$ cat src/rtl/zero_out_pkg.sv
/******************************************************************************
 * Module      : zero_out_pkg
 * Description : Shared types and defaults for the zero out-channel buffer.
 * Revision    : 1.0 - initial release
 ******************************************************************************/
`default_nettype none

package zero_out_pkg;

   localparam int DEFAULT_WIDTH = 12;
   localparam int DEFAULT_DEPTH = 16;

   typedef logic [DEFAULT_WIDTH-1:0] word_t;

   typedef enum logic [1:0] {
      IDLE  = 2'd0,
      RUN   = 2'd1,
      DRAIN = 2'd2,
      DONE  = 2'd3
   } state_t;

endpackage

`default_nettype wire

$ cat src/rtl/zero_out_fifo.sv
/******************************************************************************
 * Module      : zero_out_fifo
 * Description : Power-of-two FIFO with wrap-bit pointers, occupancy and full.
 * Revision    : 1.0 - initial release
 ******************************************************************************/
`default_nettype none

module zero_out_fifo #(
   parameter  int WIDTH = 12,
   parameter  int DEPTH = 16,
   localparam int CW    = $clog2(DEPTH) + 1,
   localparam int AW    = CW - 1
) (
   input  logic             clock,
   input  logic             reset,
   input  logic             clear,
   input  logic             push,
   input  logic             ready,
   input  logic [WIDTH-1:0] wdata,
   output logic             valid,
   output logic [WIDTH-1:0] rdata,
   output logic [CW-1:0]    count,
   output logic             full
);

   logic [CW-1:0]    wr_ptr;
   logic [CW-1:0]    rd_ptr;
   logic [WIDTH-1:0] mem [DEPTH];
   logic             empty;
   logic             pop;
   logic             wr_en;

   assign empty = (wr_ptr == rd_ptr);
   assign full  = (wr_ptr[AW] != rd_ptr[AW]) && (wr_ptr[AW-1:0] == rd_ptr[AW-1:0]);
   assign pop   = !empty && ready;
   // At full, a push only lands when the head slot is freed in the same cycle.
   assign wr_en = push && (!full || pop);

   always_ff @(posedge clock or negedge reset) begin
      if (!reset) begin
         wr_ptr <= '0;
         rd_ptr <= '0;
      end else if (clear) begin
         wr_ptr <= '0;
         rd_ptr <= '0;
      end else begin
         if (wr_en) wr_ptr <= wr_ptr + CW'(1);
         if (pop)   rd_ptr <= rd_ptr + CW'(1);
      end
   end

   always_ff @(posedge clock) begin
      if (wr_en) mem[wr_ptr[AW-1:0]] <= wdata;
   end

   assign valid = !empty;
   assign rdata = empty ? '0 : mem[rd_ptr[AW-1:0]];
   assign count = wr_ptr - rd_ptr;

endmodule

`default_nettype wire

$ cat src/rtl/zero_out_channel.sv
/******************************************************************************
 * Module      : zero_out_channel
 * Description : Buffers interpreter out-channel words, streams them over
 *               valid/ready and tracks run completion. Optional output
 *               checker enabled by macro ZERO_OUT_CHECK_EN.
 * Revision    : 1.0 - initial release
 ******************************************************************************/
`default_nettype none

module zero_out_channel
   import zero_out_pkg::*;
#(
   parameter  int MemoryElementWidth = DEFAULT_WIDTH,
   parameter  int NOut               = DEFAULT_DEPTH,
   localparam int CountWidth         = $clog2(NOut) + 1
) (
   input  logic                          clock,
   input  logic                          reset,
   input  logic                          run,
   input  logic                          outWrite,
   input  logic [MemoryElementWidth-1:0] outData,
   input  logic                          progFinished,
   output logic                          dataValid,
   input  logic                          dataReady,
   output logic [MemoryElementWidth-1:0] data,
   output logic [CountWidth-1:0]         count,
   output logic                          overflow,
`ifdef ZERO_OUT_CHECK_EN
   input  logic [MemoryElementWidth-1:0] expectData,
   output logic                          success,
   output logic [CountWidth-1:0]         mismatches,
`endif
   output logic                          done
);

   state_t state;
   state_t state_next;
   logic   push_ok;
   logic   pop;
   logic   full;

   // run wins over a same-cycle push; the word is discarded.
   assign push_ok = outWrite && !run && ((state == RUN) || (state == DRAIN));
   assign pop     = dataValid && dataReady;

   zero_out_fifo #(
      .WIDTH (MemoryElementWidth),
      .DEPTH (NOut)
   ) u_fifo (
      .clock (clock),
      .reset (reset),
      .clear (run),
      .push  (push_ok),
      .ready (dataReady),
      .wdata (outData),
      .valid (dataValid),
      .rdata (data),
      .count (count),
      .full  (full)
   );

   always_ff @(posedge clock or negedge reset) begin
      if (!reset) state <= IDLE;
      else        state <= state_next;
   end

   always_comb begin
      state_next = state;
      if (run) begin
         state_next = RUN;
      end else begin
         case (state)
            RUN:     if (progFinished) state_next = DRAIN;
            DRAIN:   if ((count == '0) && !push_ok) state_next = DONE;
            default: state_next = state;
         endcase
      end
   end

   always_comb begin
      done = (state == DONE);
   end

   always_ff @(posedge clock or negedge reset) begin
      if (!reset)                          overflow <= 1'b0;
      else if (run)                        overflow <= 1'b0;
      else if (push_ok && full && !pop)    overflow <= 1'b1;
   end

`ifdef ZERO_OUT_CHECK_EN
   always_ff @(posedge clock or negedge reset) begin
      if (!reset)
         mismatches <= '0;
      else if (run)
         mismatches <= '0;
      else if (pop && (data != expectData) && (mismatches != '1))
         mismatches <= mismatches + CountWidth'(1);
   end

   assign success = done && (mismatches == '0) && !overflow;
`endif

endmodule

`default_nettype wire

$ cat config.mk
export PLATFORM = sky130hd
export DESIGN_NAME = zero_out_channel
export DESIGN_NICKNAME = d
export VERILOG_FILES = /design/src/rtl/zero_out_pkg.sv /design/src/rtl/zero_out_fifo.sv /design/src/rtl/zero_out_channel.sv
export SDC_FILE = /design/constraint.sdc
export NUM_CORES = 1
export LEC_CHECK = 0
export ABC_AREA = 1
export BUFFER_PORTS_ARGS = -buffer_cell sky130_fd_sc_hd__buf_2
export CORE_UTILIZATION = 60
export CTS_BUF_LIST = sky130_fd_sc_hd__clkbuf_4 sky130_fd_sc_hd__clkbuf_8
export DETAILED_ROUTE_END_ITERATION = 10
export PLACE_DENSITY_LB_ADDON = 0.05
export SYNTH_ARGS = -nofsm -noshare
export SYNTH_HDL_FRONTEND = slang
export SYNTH_SLANG_ARGS = --single-unit
$ cat constraint.sdc
create_clock -name clock -period 3.3 [get_ports clock]
set_input_delay 0.33 -clock clock [delete_from_list [all_inputs] [get_ports clock]]
set_output_delay 0.33 -clock clock [all_outputs]
set_load 0.02 [all_outputs]
* Word-level counts from Yosys, hierarchy flattened
Memory sizes are Yosys's and may differ from the RTL's.
Cells that the tools add are included.
** Word-level totals
- Register bits :: 13
- Memory bits (writable) :: 192
- Input bits :: 18
- Output and inout port bits :: 20
- Logic and storage cells :: 50
- Memories kept :: 1
** Operators by class
- Add/subtract/negate cells :: 3
- Equal/unequal tests :: 8
- Mux-type cells :: 13
- Reduce and logical (&&, ||, !) cells :: 21
** Memory list
- u_fifo.mem :: words 16, bits a word 12, read ports 1, clocked after Yosys merged registers in 0, write ports 1, RTL line zero_out_fifo.sv:28 : logic [WIDTH-1:0] mem [DEPTH];
** Operator list (count)
- $mux W5 :: 4
- $mux W12 :: 1
- $add A5 B1 Y5 const B :: 2
- $logic_and A1 B1 Y1 :: 8
- $mux W2 :: 3
- $reduce_bool A2 Y1 :: 3
- $eq A5 B5 Y1 :: 1
- $logic_not A1 Y1 :: 5
- $logic_not A5 Y1 :: 1
- $sub A5 B5 Y5 :: 1
- $eq A2 B2 Y1 const B :: 2
- $eq A4 B4 Y1 :: 1
- $mux W1 :: 4
- $pmux W2 S2 :: 1
- $ne A3 B2 Y1 const B :: 1
- $ne A3 B3 Y1 const B :: 1
- $reduce_and A3 Y1 :: 1
- $reduce_bool A3 Y1 :: 1
- $eq A2 B1 Y1 const B :: 1
- $logic_or A1 B1 Y1 :: 2
- $ne A1 B1 Y1 :: 1

* Depth between registers and ports, before layout
Gate-level depths: netlist of the first run.
- Depth after elaboration :: 8
- Depth in mapped cells :: 13
- Depth with buffers taken out :: 13

* By module
Synthesis of the first run repeated with hierarchy kept, for this count alone.
** Second synthesis, totals
- Cells, all modules :: 950
- Area total of the unflattened synthesis :: 9381.5 µm²
** Modules (own cells, without submodules)
- zero_out_fifo :: instances 1, cells an instance 916, area each 9118.7 µm², seq. area each 6015.8 µm²
- zero_out_channel :: instances 1, cells an instance 34, area each 262.8 µm², seq. area each 75.1 µm²

* Worst setup path after synthesis of the first run
Ideal clock, no wire load.
- Kind :: register -> register
- Start :: register u_fifo.rd_ptr[2]
- End :: memory u_fifo.mem[4][0], enable pin
- Library setup time :: 0.380 ns
- Arrival :: 2.199 ns
- Data required time :: 2.920 ns
- Setup slack :: 0.721 ns
- Stages on the path, launching flop included :: 12
- Path buffers :: 2
- Clock period less this slack :: 2.579 ns
- Path through :: dfrtp_1 clkbuf_1 inv_1 buf_2 ha_1 nand4_1 inv_1 nand3_1 nand2_1 inv_2 nand2_1 nor2_1
** On the way
- Word-level cells in the longest chain between the ends :: 7
- Elaborated cells on any way between the ends :: 10
- Those cells by class :: 2 x eq/ne; 2 x mux; 6 x reduce/logical
** Ends and longest elaborated chain
- start, declared :: RTL line zero_out_fifo.sv:27 : logic [CW-1:0] rd_ptr;
- start signal, assigned :: RTL line zero_out_fifo.sv:48 : if (pop) rd_ptr <= rd_ptr + CW'(1);
- $eq A5 B5 Y1 / $eq A4 B4 Y1 (equally long branches) :: RTL line zero_out_fifo.sv:33, zero_out_fifo.sv:34
- $logic_not A1 Y1 / $logic_and A1 B1 Y1 (equally long branches) :: RTL line zero_out_fifo.sv:35, zero_out_fifo.sv:34
- $logic_and A1 B1 Y1 / $logic_not A1 Y1 (equally long branches) :: RTL line zero_out_fifo.sv:35, zero_out_fifo.sv:37
- $logic_or A1 B1 Y1 * :: RTL line zero_out_fifo.sv:37 : assign wr_en = push && (!full || pop);
- $logic_and A1 B1 Y1 * :: RTL line zero_out_fifo.sv:37
- $mux W1 * :: RTL line zero_out_fifo.sv:53 : if (wr_en) mem[wr_ptr[AW-1:0]] <= wdata;
- $mux W1 (not written as such) * :: RTL line zero_out_fifo.sv:53
- end, declared :: RTL line zero_out_fifo.sv:28
Every way passes the cells marked *; elsewhere a longest branch is shown, timed or not.

* Worst setup path after layout of the first run
- Start :: register u_fifo.rd_ptr[0]
- End :: output port data[8]
** On the way
- Word-level cells in the longest chain between the ends :: 2
- Elaborated cells on any way between the ends :: 3
- Those cells by class :: 1 x eq/ne; 1 x mux; 1 x memory
** Ends and longest elaborated chain
- $mem_v2 Z16 W12 / $eq A5 B5 Y1 (equally long branches)
- $mux W12 * :: RTL line zero_out_fifo.sv:57 : assign rdata = empty ? '0 : mem[rd_ptr[AW-1:0]];
- end, declared :: RTL line zero_out_channel.sv:25 : output logic [MemoryElementWidth-1:0] data,
Marked as above.

==> qor.yml, run 1 <==
clock_tree:
  clock_latency_ns: 0.52
  clock_path_buffers: 3
  htreeDepth: 2
  cts.root.buffer_cell: "sky130_fd_sc_hd__clkbuf_8"
  path_clk_slew_ns: 0.06
  cts_tree: "yes"
  cts_made_buffers: 34
  numClockSinks: 205
  post_cts_buffers: 0
layout:
  finish.utilization_pct: 68.3
  area_delta_synth_final_pct: 11.0
  final_layout_size_suffix_gt1_share_pct: 14.4
  seqCellArea_um2: 6090
  multiInputGateArea_um2: 2440
  nets: 931
  nFillCells: 1106
  final_design_area_no_fill_um2: 9930
  insertedDiodeCount: 0
drt:
  post_drt_via_cell_ratio: 5.50
  count_of_vias_placed_by_the_detailed_router: 6091
  first_pass_iters: 5
  final_antenna_net_count: 0
  totalWireLength_um: 20600
  wire_per_inst_um: 18.6
  drcViolationCount: 0
  initialDrtViolationCount: 442
placement:
  port-buffer-count: 37
  placed_cell_area_um2: 9310
  dp_hpwl_um: 12100
  place.gp.congestion: 0.804
timing:
  final_hold_viols: 0
  finalSetupTns_ns: 0
  max_slew_margin_pct: 30.4
  report.final.setup_viol: 0
  worstMarginPinSlew_ns: 1.04
  skew_ns: 0.0172
  min_period_over_period_pct: 95.0
  final_period_minus_worst_setup_slack_ns: 3.14
  final_max_tran_viols: 0
  fmax_mhz: 319
  grt_setup_unrepaired: "false"
floorplan:
  design.portCount: 38
  floorplan.core_area_um2: 14500
  dieHeight_um: 124
  core.rowCount: 44
  initial_utilization_pct: 61.6
  die-width_um: 124
  fp.dieArea_um2: 15400
pwr:
  design_power_total_mw: 7.20
  power.net_switching_mw: 2.54
  ir_worst_vdd_mv: 0.429
  cellLeakagePower_nw: 3.97
  power.sequential.fraction_pct: 41.2
  p_sw_share_pct: 35.3
  comb_power_share_pct: 30.3
  clock_power_share_pct: 28.5
  internal_power_mw: 4.66
  cellPowerDensity_nw_per_um2: 725
synthesis:
  synth.top_cells.by_count: "285 x sky130_fd_sc_hd__nand2_1, 192 x sky130_fd_sc_hd__edfxtp_1, 112 x sky130_fd_sc_hd__nor2_1"
  synth_edf_count: 192
  postSynth.topFlopCell: "sky130_fd_sc_hd__edfxtp_1"
  synth.net_count: 869
  synth-seq-area-share_pct: 68.0
  synth_top_cell_by_area: "sky130_fd_sc_hd__edfxtp_1"
  ys_types: 26
  synth_largest_type_area_fraction_pct: 64.4
  netlist_area_um2: 8950
  synth_most_common_cell: "sky130_fd_sc_hd__nand2_1"
  synthCells: 838
  synth_area_per_cell_um2: 10.7
  yosys_register_bits: 205
  yosys_warnings: 0
  asyncSetResetFlopFracSynth_pct: 6.34
  synth.area.top_cells: "sky130_fd_sc_hd__edfxtp_1 64%, sky130_fd_sc_hd__nand2_1 12%, sky130_fd_sc_hd__nor2_1 4.7%"
global_routing:
  groute.usage.overall_pct: 28.1
  via_count_of_the_first_global_routing_pass: 5591
  grt_max_degree: 99
  grt_pass1_wl_um: 31200
  antenna_found_initial: 0
  residual_overflow_from_global_routing: 0
setup_path:
  critPathArrivalTime_ns: 2.81
  required_ns: 2.97
  worst_setup_path_start_kind: "flop"
  worstReg2RegStart: "u_fifo.rd_ptr[1]$_DFFE_PN0P_"
  r2r_setup_slack_ns: 0.80
  timing.critical_path.fanout_max: 97
  timing.setup.critical_path_class: "reg -> out"
  critical-path-max-stage-delay_ns: 0.79
  r2r-end: "u_fifo.mem[14][1]$_DFFE_PP_"
  number_of_cells_traversed_by_the_worst_register_to_register_path: 10
  crit_path_frequent_cell: "sky130_fd_sc_hd__nand2_1"
  cp_slowest_cell: "sky130_fd_sc_hd__buf_4"
  worst_setup_path_end_kind: "primary output"
  critical_path_cell_by_cell: "buf_4 -> o21ai_0 -> o21ai_1 -> nand2_1 -> nand2_1 -> inv_1 -> a21oi_2 -> buf_2"
min_path:
  holdCritStartpoint: "run"
  timing.hold.worst_endpoint: "state[1]$_DFFE_PN0P_"
  worstHoldPathCells: 2
  holdCritPathClass: "in -> reg"
flow_run:
  max_cap_violations: 0
outcome:
  status: "finished clean"
what timing repair did:
item | in CTS | in global routing
hold endpoints to repair | 13 | 0
hold buffers | 1 | 0
resized for setup | 0 | 0
power groups by stage:
stage	Sequential, mW	Clock (mW)	Combinational (mW)
3_3_place_gp	3.02	0	2.14
6_report	2.97	2.05	2.18
3_5_place_dp	3.02	0	2.18
2_1_floorplan	3.00	0	1.69
5_1_grt	2.97	2.20	2.43
4_1_cts	2.97	2.07	2.19
per-stage QoR:
stage | std cells | hold slack (ns) | setup WS, ns
after floorplan | 838 | 0.0344 | 0.721
after global placement | 1047 | 0.229 | 0.769
after detailed placement | 1047 | 0.235 | 0.722
after CTS | 1107 | 0.0718 | 0.181
after global routing | 1107 | 0.0925 | 0.00613
final | 1107 | 0.0899 | 0.164
layer usage:
| layer | vias up | global-route usage (%) | wire length (um) |
|---|---|---|---|
| met3 | 32 | 5.17 | 1470 |
| li1 | 2939 | - | - |
| met1 | 2891 | 40.5 | 9020 |
| met2 | 229 | 44.3 | 9820 |
| met5 | - | 0 | 0 |
| met4 | 0 | 7.07 | 329 |
logic make-up after synthesis:
group	Yosys count	share of synthesized area [%]
buffers and inverters	80	4.75
AO/OA/AOI/OAI	85	5.19
XOR/XNOR	3	0.294
AND/OR/NAND/NOR	452	19.8
flip-flops	205	68.0
adder cells (fa/ha/maj)	13	1.90
layout make-up:
type | instances | share of cell area (%)
clock buffers | 45 | 5.61
clock inverters | 14 | 0.605
inverters | 41 | 1.60
multi-input cells | 553 | 24.5
flip-flops and latches | 205 | 61.3
well taps | 184 | 2.32
repair buffers | 65 | 4.01
worst max-delay path by stage:
| stage | start | endpoint | depth (start not counted) |
|---|---|---|---|
| final | u_fifo.rd_ptr[0]$_DFFE_PN0P_ | data[8] | 8 |
| after CTS | u_fifo.rd_ptr[0]$_DFFE_PN0P_ | data[8] | 8 |
| after floorplan | u_fifo.rd_ptr[2]$_DFFE_PN0P_ | u_fifo.mem[4][0]$_DFFE_PP_ | 11 |
| after detailed placement | u_fifo.rd_ptr[0]$_DFFE_PN0P_ | data[8] | 8 |
| after global placement | u_fifo.rd_ptr[0]$_DFFE_PN0P_ | data[8] | 8 |
| after global routing | u_fifo.rd_ptr[0]$_DFFE_PN0P_ | data[8] | 8 |
worst max-delay path, delay by kind of cell (launching register included):
family | cells | cell delay, ns
DFF | 1 | 0.41
and+or+nand+nor | 2 | 0.14
buffers and inverters | 3 | 1.05
AOI/OAI and AO/OA | 3 | 0.63
layout by cell type (no fill, tap or decap), types with 27 or more instances in the layout:
master                     instances
sky130_fd_sc_hd__edfxtp_1        192
sky130_fd_sc_hd__o21ai_0          36
sky130_fd_sc_hd__buf_2            37
sky130_fd_sc_hd__nand3_1          47
sky130_fd_sc_hd__clkbuf_8         35
sky130_fd_sc_hd__nand2_1         285
sky130_fd_sc_hd__o21ai_1          34
sky130_fd_sc_hd__nor2_1          112
sky130_fd_sc_hd__buf_4            27
sky130_fd_sc_hd__inv_1            35
flip-flops by register name, indices dropped and copies added, names as in the netlist:
name           count
state              2
u_fifo.wr_ptr      5
u_fifo.mem       192
u_fifo.rd_ptr      5
overflow           1
(Power assumes the default switching activity.)
==> inputs of run 2 (changes only) <==
--- a/config.mk
+++ b/config.mk
@@ -10,7 +10,8 @@
 export CORE_UTILIZATION = 60
 export CTS_BUF_LIST = sky130_fd_sc_hd__clkbuf_4 sky130_fd_sc_hd__clkbuf_8
 export DETAILED_ROUTE_END_ITERATION = 10
-export PLACE_DENSITY_LB_ADDON = 0.05
+export GPL_ROUTABILITY_DRIVEN = 0
+export PLACE_DENSITY = 0.84
 export SYNTH_ARGS = -nofsm -noshare
 export SYNTH_HDL_FRONTEND = slang
 export SYNTH_SLANG_ARGS = --single-unit
==> run 2 against run 1 <==
Net effect: non-clock buffer count down 4; critical path depth fell by 1; sequential share of layout area decreased by 0.12 points; sequential power grew 1%; worst hold slack got worse by 0.028 ns; largest cell class unchanged.
==> qor.yml, run 2 (synthesized netlist as in run 1, its figures left out) <==
outcome:
  status: "finished clean"
global_routing:
  residual_overflow_from_global_routing: 0  # unchanged
  antenna_found_initial: 0  # unchanged
  grt_pass1_wl_um: 31700  # +1.9%
  groute.usage.overall_pct: 28.5  # +0.41 points
  via_count_of_the_first_global_routing_pass: 6052  # +8.2%
  grt_max_degree: 99  # unchanged
drt:
  drcViolationCount: 0  # unchanged
  totalWireLength_um: 20700  # +0.29%
  count_of_vias_placed_by_the_detailed_router: 6317  # +3.7%
  initialDrtViolationCount: 781  # +77%
  final_antenna_net_count: 0  # unchanged
  first_pass_iters: 5  # unchanged
  wire_per_inst_um: 18.8  # +0.75%
  post_drt_via_cell_ratio: 5.73  # +4.2%
layout:
  final-instance-count-excl-fill: 1102  # -0.45%
  insertedDiodeCount: 0  # unchanged
  nFillCells: 1081  # -2.3%
  multiInputGateArea_um2: 2440  # unchanged
  final_layout_size_suffix_gt1_share_pct: 14.4  # -0.030 points
  nets: 928  # -0.32%
  mostFrequentLayoutCells: "285 x sky130_fd_sc_hd__nand2_1, 192 x sky130_fd_sc_hd__edfxtp_1, 112 x sky130_fd_sc_hd__nor2_1"
  seqCellArea_um2: 6100  # about the same
  flip_flop_count_of_the_largest_register_all_copies_and_words_added: 192  # unchanged
  area_delta_synth_final_pct: 11.2
  finish.utilization_pct: 68.5  # +0.16 points
  layout.cells.most_common: "sky130_fd_sc_hd__nand2_1"
timing:
  grt_setup_unrepaired: "false"
  worstMarginPinSlew_ns: 0.974  # -0.0696 ns
  finalSetupTns_ns: 0  # unchanged
  final_hold_viols: 0  # unchanged
  final_period_minus_worst_setup_slack_ns: 3.13  # -0.00720 ns
  report.final.setup_viol: 0  # unchanged
  skew_ns: 0.0150  # -0.00216 ns
  min_period_over_period_pct: 94.8  # -0.22 points
  final_max_tran_viols: 0  # unchanged
  max_slew_margin_pct: 34.8  # +4.4 points
  fmax_mhz: 320  # +0.23%
clock_tree:
  cts_tree: "yes"
  clock_path_buffers: 3  # unchanged
  clock_latency_ns: 0.52  # about the same
  htreeDepth: 2  # unchanged
  post_cts_buffers: 0  # unchanged
  cts_made_buffers: 35  # +2.9%
  path_clk_slew_ns: 0.06  # about the same
  numClockSinks: 205  # unchanged
  cts.root.buffer_cell: "sky130_fd_sc_hd__clkbuf_8"
floorplan:
  core.rowCount: 44  # unchanged
  fp.dieArea_um2: 15400  # unchanged
  design.portCount: 38  # unchanged
  dieHeight_um: 124  # unchanged
  die-width_um: 124  # unchanged
  initial_utilization_pct: 61.6  # unchanged
  floorplan.core_area_um2: 14500  # unchanged
pwr:
  power.net_switching_mw: 2.62  # +3.1%
  internal_power_mw: 4.76  # +2.2%
  cellPowerDensity_nw_per_um2: 741  # +2.2%
  p_sw_share_pct: 35.5  # +0.21 points
  cellLeakagePower_nw: 3.97  # about the same
  power.sequential.fraction_pct: 40.9  # -0.3 points
  clock_power_share_pct: 29.3  # +0.8 points
  ir_worst_vdd_mv: 0.425  # -1.1%
  comb_power_share_pct: 29.9  # -0.4 points
  design_power_total_mw: 7.38  # +2.5%
setup_path:
  crit_buf_inv: 3  # unchanged
  r2r_setup_slack_ns: 0.72  # -0.08 ns
  worst_setup_path_start_kind: "flop"
  timing.setup.critical_path_class: "reg -> out"
  worst_setup_path_end_kind: "primary output"
  critPathArrivalTime_ns: 2.80  # about the same
  timing.critical_path.fanout_max: 16  # -84%
  critical_path_cell_by_cell: "inv_1 -> nor2_1 -> nand2_1 -> nand2_1 -> inv_1 -> a21oi_2 -> buf_2"
  critical_path.top_delay_family: "simple AND/OR/NAND/NOR gates"
  cp_slowest_cell: "sky130_fd_sc_hd__nor2_1"
  critical-path-max-stage-delay_ns: 0.84  # +0.05 ns
  required_ns: 2.97  # about the same
flow_run:
  max_cap_violations: 0  # unchanged
placement:
  dp_hpwl_um: 12900  # +5.8%
  port-buffer-count: 37  # unchanged
  place.detailed.instances: 1043  # -0.38%
min_path:
  holdCritPathClass: "in -> reg"
[run 2: timing repair]
action                     CTS  global route
hold buffers                 1             0
hold endpoints to repair    13             0
resized for setup            0             2
setup endpoints to repair    0             5
[run 2: power by group through the flow]
stage | logic, mW | registers (mW) | clock network [mW]
after floorplan | 1.69 | 3.00 | 0
after global placement | 2.13 | 3.06 | 0
after detailed placement | 2.18 | 3.06 | 0
after CTS | 2.20 | 3.01 | 2.19
after global routing | 2.47 | 3.02 | 2.30
final | 2.20 | 3.01 | 2.16
[run 2: path summary, 6_finish.rpt]
check	start	end	cells after the start
max	u_fifo.rd_ptr[3]$_DFFE_PN0P_	data[1]	7
min	run	state[1]$_DFFE_PN0P_	2
max reg2reg	u_fifo.rd_ptr[3]$_DFFE_PN0P_	u_fifo.mem[8][2]$_DFFE_PP_	10
min reg2reg	overflow$_DFFE_PN0P_	overflow$_DFFE_PN0P_	2
max in group asynchronous	reset	u_fifo.rd_ptr[0]$_DFFE_PN0P_	2
min in group asynchronous	reset	u_fifo.wr_ptr[4]$_DFFE_PN0P_	2
[run 2: metrics by stage]
stage / area [um^2] / worst slack (ns) / hold slack (ns)
6_report: 9960 / 0.172 / 0.0619
5_1_grt: 9960 / 0.0567 / 0.0640
4_1_cts: 9950 / 0.148 / 0.0485
3_5_place_dp: 9290 / 0.703 / 0.239
3_3_place_gp: 9290 / 0.736 / 0.241
2_1_floorplan: 8950 / 0.721 / 0.0344
[run 2: cell type report]
type	count	area share, %
inverters	41	1.62
repair buffers	61	3.82
clock buffers	44	5.58
flip-flops and latches	205	61.2
multi-input cells	553	24.5
clock inverters	14	0.980
well taps	184	2.31
[run 2: routing by layer]
layer | part of all wire (%) | track usage [%]
met1 | 40 | 39.8
met2 | 44 | 41.4
met3 | 12 | 7.78
met4 | 4.0 | 13.7
met5 | 0 | 0
